`config.mk`:
```
export PLATFORM = sky130hd
export DESIGN_NAME = win_framer
export DESIGN_NICKNAME = d
export VERILOG_FILES = /design/src/rtl/win_pkg.sv /design/src/rtl/win_out_stage.sv /design/src/rtl/win_framer.sv
export SDC_FILE = /design/constraint.sdc
export NUM_CORES = 1
export LEC_CHECK = 0
export BUFFER_PORTS_ARGS = -buffer_cell sky130_fd_sc_hd__buf_4
export CAP_MARGIN = 20
export CORE_MARGIN = 1.5
export CORE_UTILIZATION = 50
export DETAILED_ROUTE_END_ITERATION = 16
export PLACE_DENSITY_LB_ADDON = 0.25
export SETUP_SLACK_MARGIN = 0.3
export SLEW_MARGIN = 30
export SYNTH_ARGS = -nofsm -noshare
export SYNTH_HDL_FRONTEND = slang
export SYNTH_SLANG_ARGS = --single-unit
```
`constraint.sdc`:
```
create_clock -name clk -period 2.1 [get_ports clk]
set_input_delay 0.21 -clock clk [delete_from_list [all_inputs] [get_ports clk]]
set_output_delay 0.21 -clock clk [all_outputs]
set_load 0.01 [all_outputs]
```
`src/rtl/win_pkg.sv`:
```
// Shared definitions for the window framer.
//   win_state_e : framer FSM state encoding (2 bits)
//   WIN_CNT_W   : width of the completed-window counter
//   clog2       : ceiling log2, used for derived counter widths
package win_pkg;

    typedef enum logic [1:0] {
        ST_IDLE = 2'd0,
        ST_RUN  = 2'd1,
        ST_GAP  = 2'd2
    } win_state_e;

    localparam int WIN_CNT_W = 16;

    // clog2(1) = 0, clog2(2) = 1, clog2(8) = 3, clog2(9) = 4
    function automatic int clog2(input int value);
        int r;
        r = 0;
        while ((1 << r) < value) begin
            r = r + 1;
        end
        return r;
    endfunction

endpackage

```
`src/rtl/win_out_stage.sv`:
```
// Single-entry valid/ready output register for the window framer.
// Carries one sample plus its {first, last, idx} sideband and holds all of it
// stable while o_valid is high and i_ready is low.
//   clk, rst_n : clock, asynchronous active-low reset
//   i_load     : capture i_data/i_first/i_last/i_idx this cycle
//   i_ready    : downstream ready
//   o_free     : register can take a new sample this cycle
//   o_valid    : output sample valid
//   o_data, o_first, o_last, o_idx : registered sample and sideband
module win_out_stage #(
    parameter int DATA_W = 16,
    parameter int IDX_W  = 3
) (
    input  logic              clk,
    input  logic              rst_n,
    input  logic              i_load,
    input  logic [DATA_W-1:0] i_data,
    input  logic              i_first,
    input  logic              i_last,
    input  logic [IDX_W-1:0]  i_idx,
    input  logic              i_ready,
    output logic              o_free,
    output logic              o_valid,
    output logic [DATA_W-1:0] o_data,
    output logic              o_first,
    output logic              o_last,
    output logic [IDX_W-1:0]  o_idx
);

    logic              r_valid;
    logic [DATA_W-1:0] r_data;
    logic              r_first;
    logic              r_last;
    logic [IDX_W-1:0]  r_idx;

    // Empty, or the held sample leaves at this edge.
    assign o_free = ~r_valid | i_ready;

    always_ff @(posedge clk or negedge rst_n) begin
        if (!rst_n) begin
            r_valid <= 1'b0;
            r_data  <= '0;
            r_first <= 1'b0;
            r_last  <= 1'b0;
            r_idx   <= '0;
        end else if (i_load) begin
            r_valid <= 1'b1;
            r_data  <= i_data;
            r_first <= i_first;
            r_last  <= i_last;
            r_idx   <= i_idx;
        end else if (i_ready) begin
            // Payload is left as-is; it is only meaningful while o_valid is high.
            r_valid <= 1'b0;
        end
    end

    assign o_valid = r_valid;
    assign o_data  = r_data;
    assign o_first = r_first;
    assign o_last  = r_last;
    assign o_idx   = r_idx;

endmodule

```
`src/rtl/win_framer.sv`:
```
// Window framer: slices a continuous sample stream into WIN_LEN-sample windows,
// tags each sample with first/last/index sideband, inserts GAP idle cycles
// between windows and abandons a partial window when en drops.
//   clk, rst_n          : clock, asynchronous active-low reset
//   en                  : framing enable (level)
//   s_valid/s_ready     : input sample handshake, s_data sample
//   m_valid/m_ready     : output sample handshake, m_data sample
//   win_first/win_last  : sample is first/last of its window (qualified by m_valid)
//   win_idx             : position of m_data within its window
//   win_cnt             : completed windows delivered downstream (wraps)
//   win_abort           : one-cycle pulse when a partial window is abandoned
//   o_dbg_state         : current FSM state
//
// Handshake: a transfer happens on a rising edge where valid and ready are both
// high. valid never depends on ready; once m_valid is high, m_data and sideband
// stay unchanged until m_ready accepts them. s_ready depends combinationally on
// m_ready only (plus registered state and the en level).
module win_framer import win_pkg::*; #(
    parameter int DATA_W  = 16,
    parameter int WIN_LEN = 8,
    parameter int GAP     = 2,
    parameter int IDX_W   = clog2(WIN_LEN)
) (
    input  logic                 clk,
    input  logic                 rst_n,
    input  logic                 en,
    input  logic                 s_valid,
    output logic                 s_ready,
    input  logic [DATA_W-1:0]    s_data,
    output logic                 m_valid,
    input  logic                 m_ready,
    output logic [DATA_W-1:0]    m_data,
    output logic                 win_first,
    output logic                 win_last,
    output logic [IDX_W-1:0]     win_idx,
    output logic [WIN_CNT_W-1:0] win_cnt,
    output logic                 win_abort,
    output logic [1:0]           o_dbg_state
);

    localparam int GAP_W = (GAP > 1) ? clog2(GAP) : 1;
    localparam logic [IDX_W-1:0] LAST_IDX = IDX_W'(WIN_LEN - 1);
    localparam logic [GAP_W-1:0] GAP_END  = GAP_W'((GAP > 0) ? GAP - 1 : 0);

    win_state_e           r_state;
    logic [IDX_W-1:0]     r_idx;
    logic [GAP_W-1:0]     r_gap_cnt;
    logic [WIN_CNT_W-1:0] r_win_cnt;
    logic                 r_abort;

    logic w_slot_free;
    logic w_accept;
    logic w_deliver;
    logic w_first;
    logic w_last;

    assign s_ready   = (r_state == ST_RUN) & en & w_slot_free;
    assign w_accept  = s_valid & s_ready;
    assign w_deliver = m_valid & m_ready;
    assign w_first   = (r_idx == '0);
    assign w_last    = (r_idx == LAST_IDX);

    win_out_stage #(
        .DATA_W (DATA_W),
        .IDX_W  (IDX_W)
    ) u_out (
        .clk     (clk),
        .rst_n   (rst_n),
        .i_load  (w_accept),
        .i_data  (s_data),
        .i_first (w_first),
        .i_last  (w_last),
        .i_idx   (r_idx),
        .i_ready (m_ready),
        .o_free  (w_slot_free),
        .o_valid (m_valid),
        .o_data  (m_data),
        .o_first (win_first),
        .o_last  (win_last),
        .o_idx   (win_idx)
    );

    // Framing FSM with its index and gap counters. idx only moves on accept,
    // so backpressure freezes it; the gap counter ignores m_ready.
    always_ff @(posedge clk or negedge rst_n) begin
        if (!rst_n) begin
            r_state   <= ST_IDLE;
            r_idx     <= '0;
            r_gap_cnt <= '0;
            r_abort   <= 1'b0;
        end else begin
            r_abort <= 1'b0;
            case (r_state)
                ST_IDLE: begin
                    r_idx     <= '0;
                    r_gap_cnt <= '0;
                    if (en) begin
                        r_state <= ST_RUN;
                    end
                end
                ST_RUN: begin
                    if (!en) begin
                        // A held output sample is not touched; it still drains.
                        r_state <= ST_IDLE;
                        r_idx   <= '0;
                        r_abort <= (r_idx != '0);
                    end else if (w_accept) begin
                        if (w_last) begin
                            r_idx     <= '0;
                            r_gap_cnt <= '0;
                            if (GAP > 0) begin
                                r_state <= ST_GAP;
                            end
                        end else begin
                            r_idx <= r_idx + IDX_W'(1);
                        end
                    end
                end
                ST_GAP: begin
                    if (!en) begin
                        r_state   <= ST_IDLE;
                        r_idx     <= '0;
                        r_gap_cnt <= '0;
                    end else if (r_gap_cnt == GAP_END) begin
                        r_state   <= ST_RUN;
                        r_gap_cnt <= '0;
                    end else begin
                        r_gap_cnt <= r_gap_cnt + GAP_W'(1);
                    end
                end
                default: begin
                    r_state <= ST_IDLE;
                end
            endcase
        end
    end

    // Counts windows completed downstream, not upstream, so a window whose
    // last sample is still held does not count yet.
    always_ff @(posedge clk or negedge rst_n) begin
        if (!rst_n) begin
            r_win_cnt <= '0;
        end else if (w_deliver && win_last) begin
            r_win_cnt <= r_win_cnt + WIN_CNT_W'(1);
        end
    end

    assign win_cnt     = r_win_cnt;
    assign win_abort   = r_abort;
    assign o_dbg_state = r_state;

endmodule

```
==> reports/qor_table.md, run 1 <==
| Quantity | Reported | Unit |
| --- | --- | --- |
| Final critical path time including I/O delays and setup | 1.745 | ns |
| GRT Overall Usage | 19.14 | % |
| Average instance area after synthesis | 13.42 | um2 |
| Post-synthesis simple-gate area fraction | 11.91 | % |
| Worst-Skew Late Latency | 0.29 | ns |
| Power per unit of standard cell area | 733.8 | nW/um2 |
| Type of the tightest min-delay check | in2reg | - |
| Internal power summed over all cells | 0.001410 | W |
| Delay of the slowest cell on the worst path | 0.45 | ns |
| Wire length of the first global-routing pass | 6244 | um |
| Number of warnings printed during yosys synthesis | 0 | - |
| Count of buffer and inverter cells on the critical path | 1 | - |
| Status | complete, no violations | - |
| Switch share | 24.54 | % |
| Area of the multi-input gates | 758.2 | um2 |
| Fill cell instance count of the final layout | 293 | - |
| Critical Path Start Type | flip-flop | - |
| Critical register-to-register path startpoint | o_dbg_state[1] | - |
| Pin count of the biggest net entering global routing | 46 | - |
| CP endpoint | u_out.o_data[12] | - |
| Start-to-end type of the worst setup path | reg2reg | - |
| Upper clock frequency limit | 572.9 | MHz |
| CTS sink count | 45 | - |
| Count of nets after finishing | 238 | - |
| Slew Limit Headroom | 62.64 | % |
| Synthesis-stage register bit count | 45 | - |
| Clock transition at the registers of the reported paths | 0.09 | ns |
| Ports placed on the boundary | 63 | - |
| Length in cells of the worst reg-to-reg path | 4 | - |
| Number of buffers between clock root and the deepest sink | 2 | - |
| Area fraction of the dominant cell type after synthesis | 58.25 | % |
| Leading cell type by number of instances after synthesis | sky130_fd_sc_hd__dfrtp_1 | - |
| Net switching power | 0.0004588 | W |
| # H-tree levels | 2 | - |
| Total Power | 0.001869 | W |
| Count of maximum capacitance violations | 0 | - |
| Final-report max-slew violation count | 0 | - |
| Critical path data required time | 2.28 | ns |
| Remaining Overflow, GRT | 0 | - |
| Die footprint | 4248 | um2 |
| Via count | 1,337 | - |
| DRT iter0 DRCs | 44 | - |
| Synthesized Nets | 169 | - |
| WP depth | 4 | - |
| Aggregate routed wire length | 3877 | um |
| Critical path fanouts, max | 25 | - |
| Share of total power in combinational logic | 17.6 | % |
| CTS root buffer | sky130_fd_sc_hd__clkbuf_8 | - |
| Die boundary height | 65.18 | um |
| VDD IR-drop max | 0.0006066 | V |
| Endpoints failing setup | 0 | - |
| Cell Area, Synth | 1933 | um2 |
| Commonest register cell after synthesis | sky130_fd_sc_hd__dfrtp_1 | - |
| Initial cell density of the core | 52.41 | % |
| Number of iterations in the first detailed-routing pass | 4 | - |
| Total negative slack for setup checks | 0 | ns |
| Port Buf Inserts | 62 | - |
| Final-layout worst hold slack | 0.1411 | ns |
| Critical path origin | o_dbg_state[1] | - |
| Synth Area in XOR/XNOR | 6.796 | % |
| Share of synthesized flip-flops with an asynchronous set or reset | 100.0 | % |
| Part of the power in the clock network | 29.6 | % |
| GP Congestion | 0.8599 | - |
| Number of antenna violations at the first check in global routing | 0 | - |
| Max Clock Skew | 0.006453 | ns |
| Worst path slowest cell | sky130_fd_sc_hd__dfrtp_2 | - |
| Crit path arrival time | 1.93 | ns |
| Sequential Power Share | 52.8 | % |
| Via count of the first global-routing pass | 1,359 | - |
| Area of the placeable core | 3689 | um2 |
| Mux cell area share after synthesis | 13.59 | % |
| Main combinational cell family by area after synthesis | multiplexers | - |
| Number of library cell types mapped by synthesis | 30 | - |
| Synthesized-area fraction occupied by ao, oa, aoi and oai cells | 4.337 | % |
| Crit-path cells | nand3b_2, or3b_1, buf_6, mux2_4 | - |
| FF-to-FF End | u_out.o_data[12] | - |
| Leak | 1.338 | nW |
| Remaining antenna violation count after routing | 0 | - |
| Endpoint class of the critical path | flip-flop | - |
| Count of mapped cells out of synthesis | 144 | - |
| Sequential cell area | 1127 | um2 |
| Sequential fraction of the synthesis area | 58.25 | % |
| R2R Setup Slk | 0.35 | ns |
| Number of post-CTS setup repair buffers | 0 | - |
| Final worst path period share | 83.11 | % |
| Final routed DRC violation total | 0 | - |
| Clock tree from TritonCTS | built | - |
| Worst Tran Pin Value | 0.5604 | ns |
| Post-synth top cells | sky130_fd_sc_hd__dfrtp_1 (45), sky130_fd_sc_hd__mux2_4 (13), sky130_fd_sc_hd__nand2_1 (11) | - |
| Post-detail-place hpwl | 2752 | um |
| Number of placement rows | 22 | - |
| Overall die width | 65.18 | um |
| Post-synthesis share of cell area spent on full adders, half adders and majority gates | 2.589 | % |
| Average via count per standard cell | 5.103 | - |
| Layout area overhead | 31.78 | % |
| Top delay family on crit path | simple AND/OR/NAND/NOR gates | - |
| Avg WL per Cell | 14.80 | um |
| Number of diodes | 0 | - |
| Fraction of layout cells with a size suffix above 1 | 43.93 | % |
| Area leader, netlist | sky130_fd_sc_hd__dfrtp_1 | - |
| Largest cells by area after synthesis | sky130_fd_sc_hd__dfrtp_1 (58%), sky130_fd_sc_hd__mux2_4 (10%), sky130_fd_sc_hd__xnor2_1 (4.5%), sky130_fd_sc_hd__mux2_2 (3.5%), sky130_fd_sc_hd__ha_1 (2.6%) | - |
| Setup repair after global routing missed its margin | no | - |
| Clock buffer count from CTS | 5 | - |
| Hold Fails Final Rpt | 0 | - |
| Post-synth EDFFs | 0 | - |
worst min-delay path by stage:
stage,start,endpoint,cells after the start
after global routing,s_data[15],u_out.o_data[15],2
after detailed placement,rst_n,u_out.o_data[13],1
after global placement,rst_n,u_out.o_data[13],1
after CTS,s_data[15],u_out.o_data[15],2
after floorplan,rst_n,o_dbg_state[0],0
final,s_data[15],u_out.o_data[15],2
worst reg2reg max path: cells and delay by family (launching register included):
kind | cells | cell delay [ns]
DFF | 1 | 0.45
buffers and inverters | 1 | 0.21
muxes | 1 | 0.33
and+or+nand+nor | 2 | 0.65
sequential cells by signal (all words and copies together), names as in the netlist:
signal,cells
u_out.o_data,16
win_cnt,16
r_idx,3
u_out.o_idx,3
o_dbg_state,2
r_gap_cnt,1
u_out.o_first,1
u_out.o_last,1
u_out.o_valid,1
win_abort,1
logic make-up (layout without fill, tap and decap cells):
group	after synthesis	count (layout)
AOI/OAI and AO/OA	12	12
DFF	45	45
xor gates and xnor gates	15	15
buffers and inverters	6	76
and+or+nand+nor	43	43
muxes	19	19
adders and majority gates	4	4
placed cells by master (no fill, tap or decap), drive strengths merged, types with 4 or more instances in the layout:
cell,count
clkbuf,6
buf,64
nand2,11
dfrtp,45
mux2,19
nand3,6
nor2,6
ha,4
xnor2,10
xor2,5
metrics by stage:
stage	std cells	area (um2)	setup WS, ns	utilization [%]
floorplan	144	1933	0.3456	-
global placement	253	2436	0.3878	66.04
detailed placement	253	2436	0.3137	66.04
CTS	262	2542	0.3015	68.93
global route	262	2547	0.3118	69.06
finish	262	2547	0.3546	69.06
metal layers:
metal  track usage (%)  routed length (um)  vias up
met5                 0                   0        -
met3             5.822                 283        5
met2             31.63                1843       49
met1             24.66                1712      649
li1                  -                   -      634
met4             4.948                  38        0
power groups by stage:
stage / Sequential [W] / Combinational (W) / Clock (W)
after floorplan: 0.00103 / 0.000119 / 0
after global placement: 0.00100 / 0.000320 / 0
after detailed placement: 0.00100 / 0.000329 / 0
after CTS: 0.000986 / 0.000333 / 0.000569
after global routing: 0.000994 / 0.000349 / 0.000611
final: 0.000986 / 0.000330 / 0.000553
timing repair:
item | 4_1_cts | 5_1_grt
gates resized for setup | 0 | 2
hold buffers | 1 | 0
setup endpoints to repair | 0 | 18
endpoints found under the hold margin | 45 | 0
area by class of cell:
class / count / area share (%)
clock buffers: 6 / 3.242
clock inverters: 2 / 0.5403
inverters: 3 / 0.4420
multi-input cells: 93 / 29.76
flip-flops and latches: 45 / 44.25
well taps: 48 / 2.358
repair buffers: 65 / 19.40
(Power assumes the default switching activity.)
==> run 2, diff against run 1 <==
==> constraint.sdc (replaced) <==
create_clock -name clk -period 1.8 [get_ports clk]
set_input_delay 0.18 -clock clk [delete_from_list [all_inputs] [get_ports clk]]
set_output_delay 0.18 -clock clk [all_outputs]
set_load 0.01 [all_outputs]
==> run 2 against run 1 <==
  * Clock-buffer cell count is 1 higher
  * Critical endpoint is now u_out.o_data[10]
  * Sequential cell count stayed put
  * Combinational power is 26% higher
  * Sequential share of layout area is 2.7 points lower
  * Wire length is 7.0% higher
  * Worst setup slack worse by 0.17 ns
  * Critical path depth stayed put
  * Hold slack worse by 0.034 ns
  * Highest routed layer unchanged
  * Fmax is 8.0% higher
==> reports/qor_table.md, run 2 (same netlist as run 1, synthesis figures left out) <==
| Quantity | Reported | Unit | vs previous |
| --- | --- | --- | --- |
| Crit path arrival time | 1.80 | ns | -0.13 ns |
| Minimum setup slack in the final design | 0.1838 | ns | -0.1708 ns |
| Upper clock frequency limit | 618.8 | MHz | +8.0% |
| Number of placement rows | 22 | - | unchanged |
| Most frequent standard cell in the layout excluding fill and tap cells | sky130_fd_sc_hd__buf_4 | - |  |
| Count of nets after finishing | 248 | - | +4.2% |
| Final std cells w/o fill | 272 | - | +3.8% |
| Critical register-to-register path startpoint | o_dbg_state[1] | - |  |
| VDD IR-drop max | 0.0008849 | V | +46% |
| Port Buf Inserts | 62 | - | unchanged |
| Final routed DRC violation total | 0 | - | unchanged |
| Final-report max-slew violation count | 0 | - | unchanged |
| Endpoint class of the critical path | flip-flop | - |  |
| # H-tree levels | 2 | - | unchanged |
| Type of the tightest min-delay check | in2reg | - |  |
| Final-layout worst hold slack | 0.1066 | ns | -0.03449 ns |
| Cell total after placement | 255 | - | +0.79% |
| Critical path fanouts, max | 12 | - | -52% |
| Final worst path period share | 89.79 | % | +6.7 points |
| Count of maximum capacitance violations | 0 | - | unchanged |
| Number of antenna violations at the first check in global routing | 0 | - | unchanged |
| Clock transition at the registers of the reported paths | 0.08 | ns | about the same |
| Average via count per standard cell | 5.074 | - | -0.58% |
| Power per unit of standard cell area | 825.8 | nW/um2 | +13% |
| Setup repair after global routing missed its margin | yes | - |  |
| Endpoints failing setup | 0 | - | unchanged |
| Max Clock Skew | 0.005353 | ns | -0.001099 ns |
| Post-detail-place hpwl | 2779 | um | +0.98% |
| FF-to-FF End | u_out.o_data[10] | - |  |
| Worst-Skew Late Latency | 0.30 | ns | about the same |
| Wire length of the first global-routing pass | 6713 | um | +7.5% |
| Remaining Overflow, GRT | 0 | - | unchanged |
| Fraction of layout cells with a size suffix above 1 | 49.55 | % | +5.6 points |
| Start-to-end type of the worst setup path | reg2reg | - |  |
| Pin count of the biggest net entering global routing | 46 | - | unchanged |
| GRT Overall Usage | 21.19 | % | +2.1 points |
| CTS root buffer | sky130_fd_sc_hd__clkbuf_8 | - |  |
| Worst hold path stage count | 2 | - | unchanged |
| Ports placed on the boundary | 63 | - | unchanged |
| Worst Tran Pin Value | 0.5526 | ns | -0.007808 ns |
| Number of buffers between clock root and the deepest sink | 2 | - | unchanged |
| Slew Limit Headroom | 63.16 | % | +0.52 points |
| Hold Fails Final Rpt | 0 | - | unchanged |
| DRT iter0 DRCs | 93 | - | +110% |
| GP Congestion | 0.8392 | - | -2.4% |
| Critical path data required time | 1.99 | ns | -0.29 ns |
| R2R Setup Slk | 0.18 | ns | -0.17 ns |
| Layout area overhead | 40.52 | % |  |
| Total negative slack for setup checks | 0 | ns | unchanged |
| Overall die width | 65.18 | um | unchanged |
| Initial cell density of the core | 52.41 | % | unchanged |
| Aggregate routed wire length | 4150 | um | +7.0% |
| Area of the placeable core | 3689 | um2 | unchanged |
| Die boundary height | 65.18 | um | unchanged |
| Via count | 1,380 | - | +3.2% |
| Worst hold path endpoint | u_out.o_data[11] | - |  |
| Clock tree from TritonCTS | built | - |  |
| Commonest non-fill, non-tap cells in the layout | sky130_fd_sc_hd__buf_4 (71), sky130_fd_sc_hd__dfrtp_1 (43), sky130_fd_sc_hd__mux2_4 (13) | - |  |
| Critical Path Start Type | flip-flop | - |  |
| Number of diodes | 0 | - | unchanged |
| Remaining antenna violation count after routing | 0 | - | unchanged |
| Via count of the first global-routing pass | 1,392 | - | +2.4% |
| Avg WL per Cell | 15.26 | um | +3.1% |
| CTS sink count | 45 | - | unchanged |
| Clock buffer count from CTS | 5 | - | unchanged |
| Post-placement worst setup slack | 0.1173 | ns | -0.1964 ns |
| Length in cells of the worst reg-to-reg path | 4 | - | unchanged |
| Leak | 1.428 | nW | +6.7% |
| Beginning of the worst hold path | s_data[11] | - |  |
| Die footprint | 4248 | um2 | unchanged |
| Final critical path time including I/O delays and setup | 1.616 | ns | -0.1292 ns |
| Status | complete, no violations | - |  |
| Number of iterations in the first detailed-routing pass | 4 | - | unchanged |
-- run 2: changes by cell type in the layout (fill, tap and decap cells not counted), moves of 2 or more --
| cell | previous run | this run |
|---|---|---|
| sky130_fd_sc_hd__buf_4 | 63 | 71 |
| sky130_fd_sc_hd__buf_16 | 0 | 2 |
| sky130_fd_sc_hd__nor3_1 | 3 | 0 |
| sky130_fd_sc_hd__nor3_2 | 0 | 3 |
-- run 2: through the flow --
stage | util (%) | total power, W | area, um2
after floorplan | - | 0.001345 | 1949
after global placement | 67.23 | 0.001550 | 2480
after detailed placement | 67.23 | 0.001569 | 2480
after CTS | 72.63 | 0.002269 | 2679
after global routing | 73.64 | 0.002343 | 2716
final | 73.64 | 0.002243 | 2716
-- run 2: how the worst max path moves through the flow --
stage,from,slack (ns),cells after the start,to
final,o_dbg_state[1],0.18,4,u_out.o_data[10]
after global placement,o_dbg_state[1],0.17,4,u_out.o_data[8]
after detailed placement,o_dbg_state[1],0.12,4,u_out.o_data[9]
after CTS,o_dbg_state[1],0.20,4,u_out.o_data[9]
after floorplan,o_dbg_state[1],0.13,5,u_out.o_data[10]
after global routing,o_dbg_state[1],0.16,4,u_out.o_idx[2]
-- run 2: what timing repair did --
action | in CTS | in global routing
gates resized for setup | 3 | 6
endpoints found under the setup margin | 22 | 32
hold endpoints to repair | 45 | 0
hold buffers | 1 | 0
buffers inserted | 3 | 3
cloned | 2 | 0
pin swaps | 0 | 1
-- run 2: worst max-delay path, cell delays in order (launching register included) --
cell and delay [ns]:
sky130_fd_sc_hd__dfrtp_2 0.42, sky130_fd_sc_hd__nand3b_4 0.16, sky130_fd_sc_hd__or3b_4 0.44, sky130_fd_sc_hd__buf_12 0.18, sky130_fd_sc_hd__mux2_4 0.30
-- run 2: routing by layer --
layer,wire [um],track usage [%]
met1,1685,25.49
met4,69,7.031
met3,234,8.048
met5,0,0
met2,2160,35.08
-- run 2: power by group --
| group | switching [W] | internal (W) | leakage, nW | total (W) |
|---|---|---|---|---|
| registers | 0.0000551 | 0.00110 | 0.584 | 0.00115 |
| logic | 0.000161 | 0.000256 | 0.790 | 0.000417 |
| clock network | 0.000327 | 0.000347 | 0.0542 | 0.000674 |
| total | 0.000542 | 0.00170 | 1.43 | 0.00224 |
-- run 2: cell type report --
cell class                      instances  area [um2]
Tap cell                               48       60.06
Multi-Input combinational cell         93       797.0
Sequential cell                        45        1129
Clock buffer                            7       96.34
Fill cell                             252       972.2
Inverter                                3       11.26
Clock inverter                          1       5.005
Timing Repair Buffer                   75       618.1
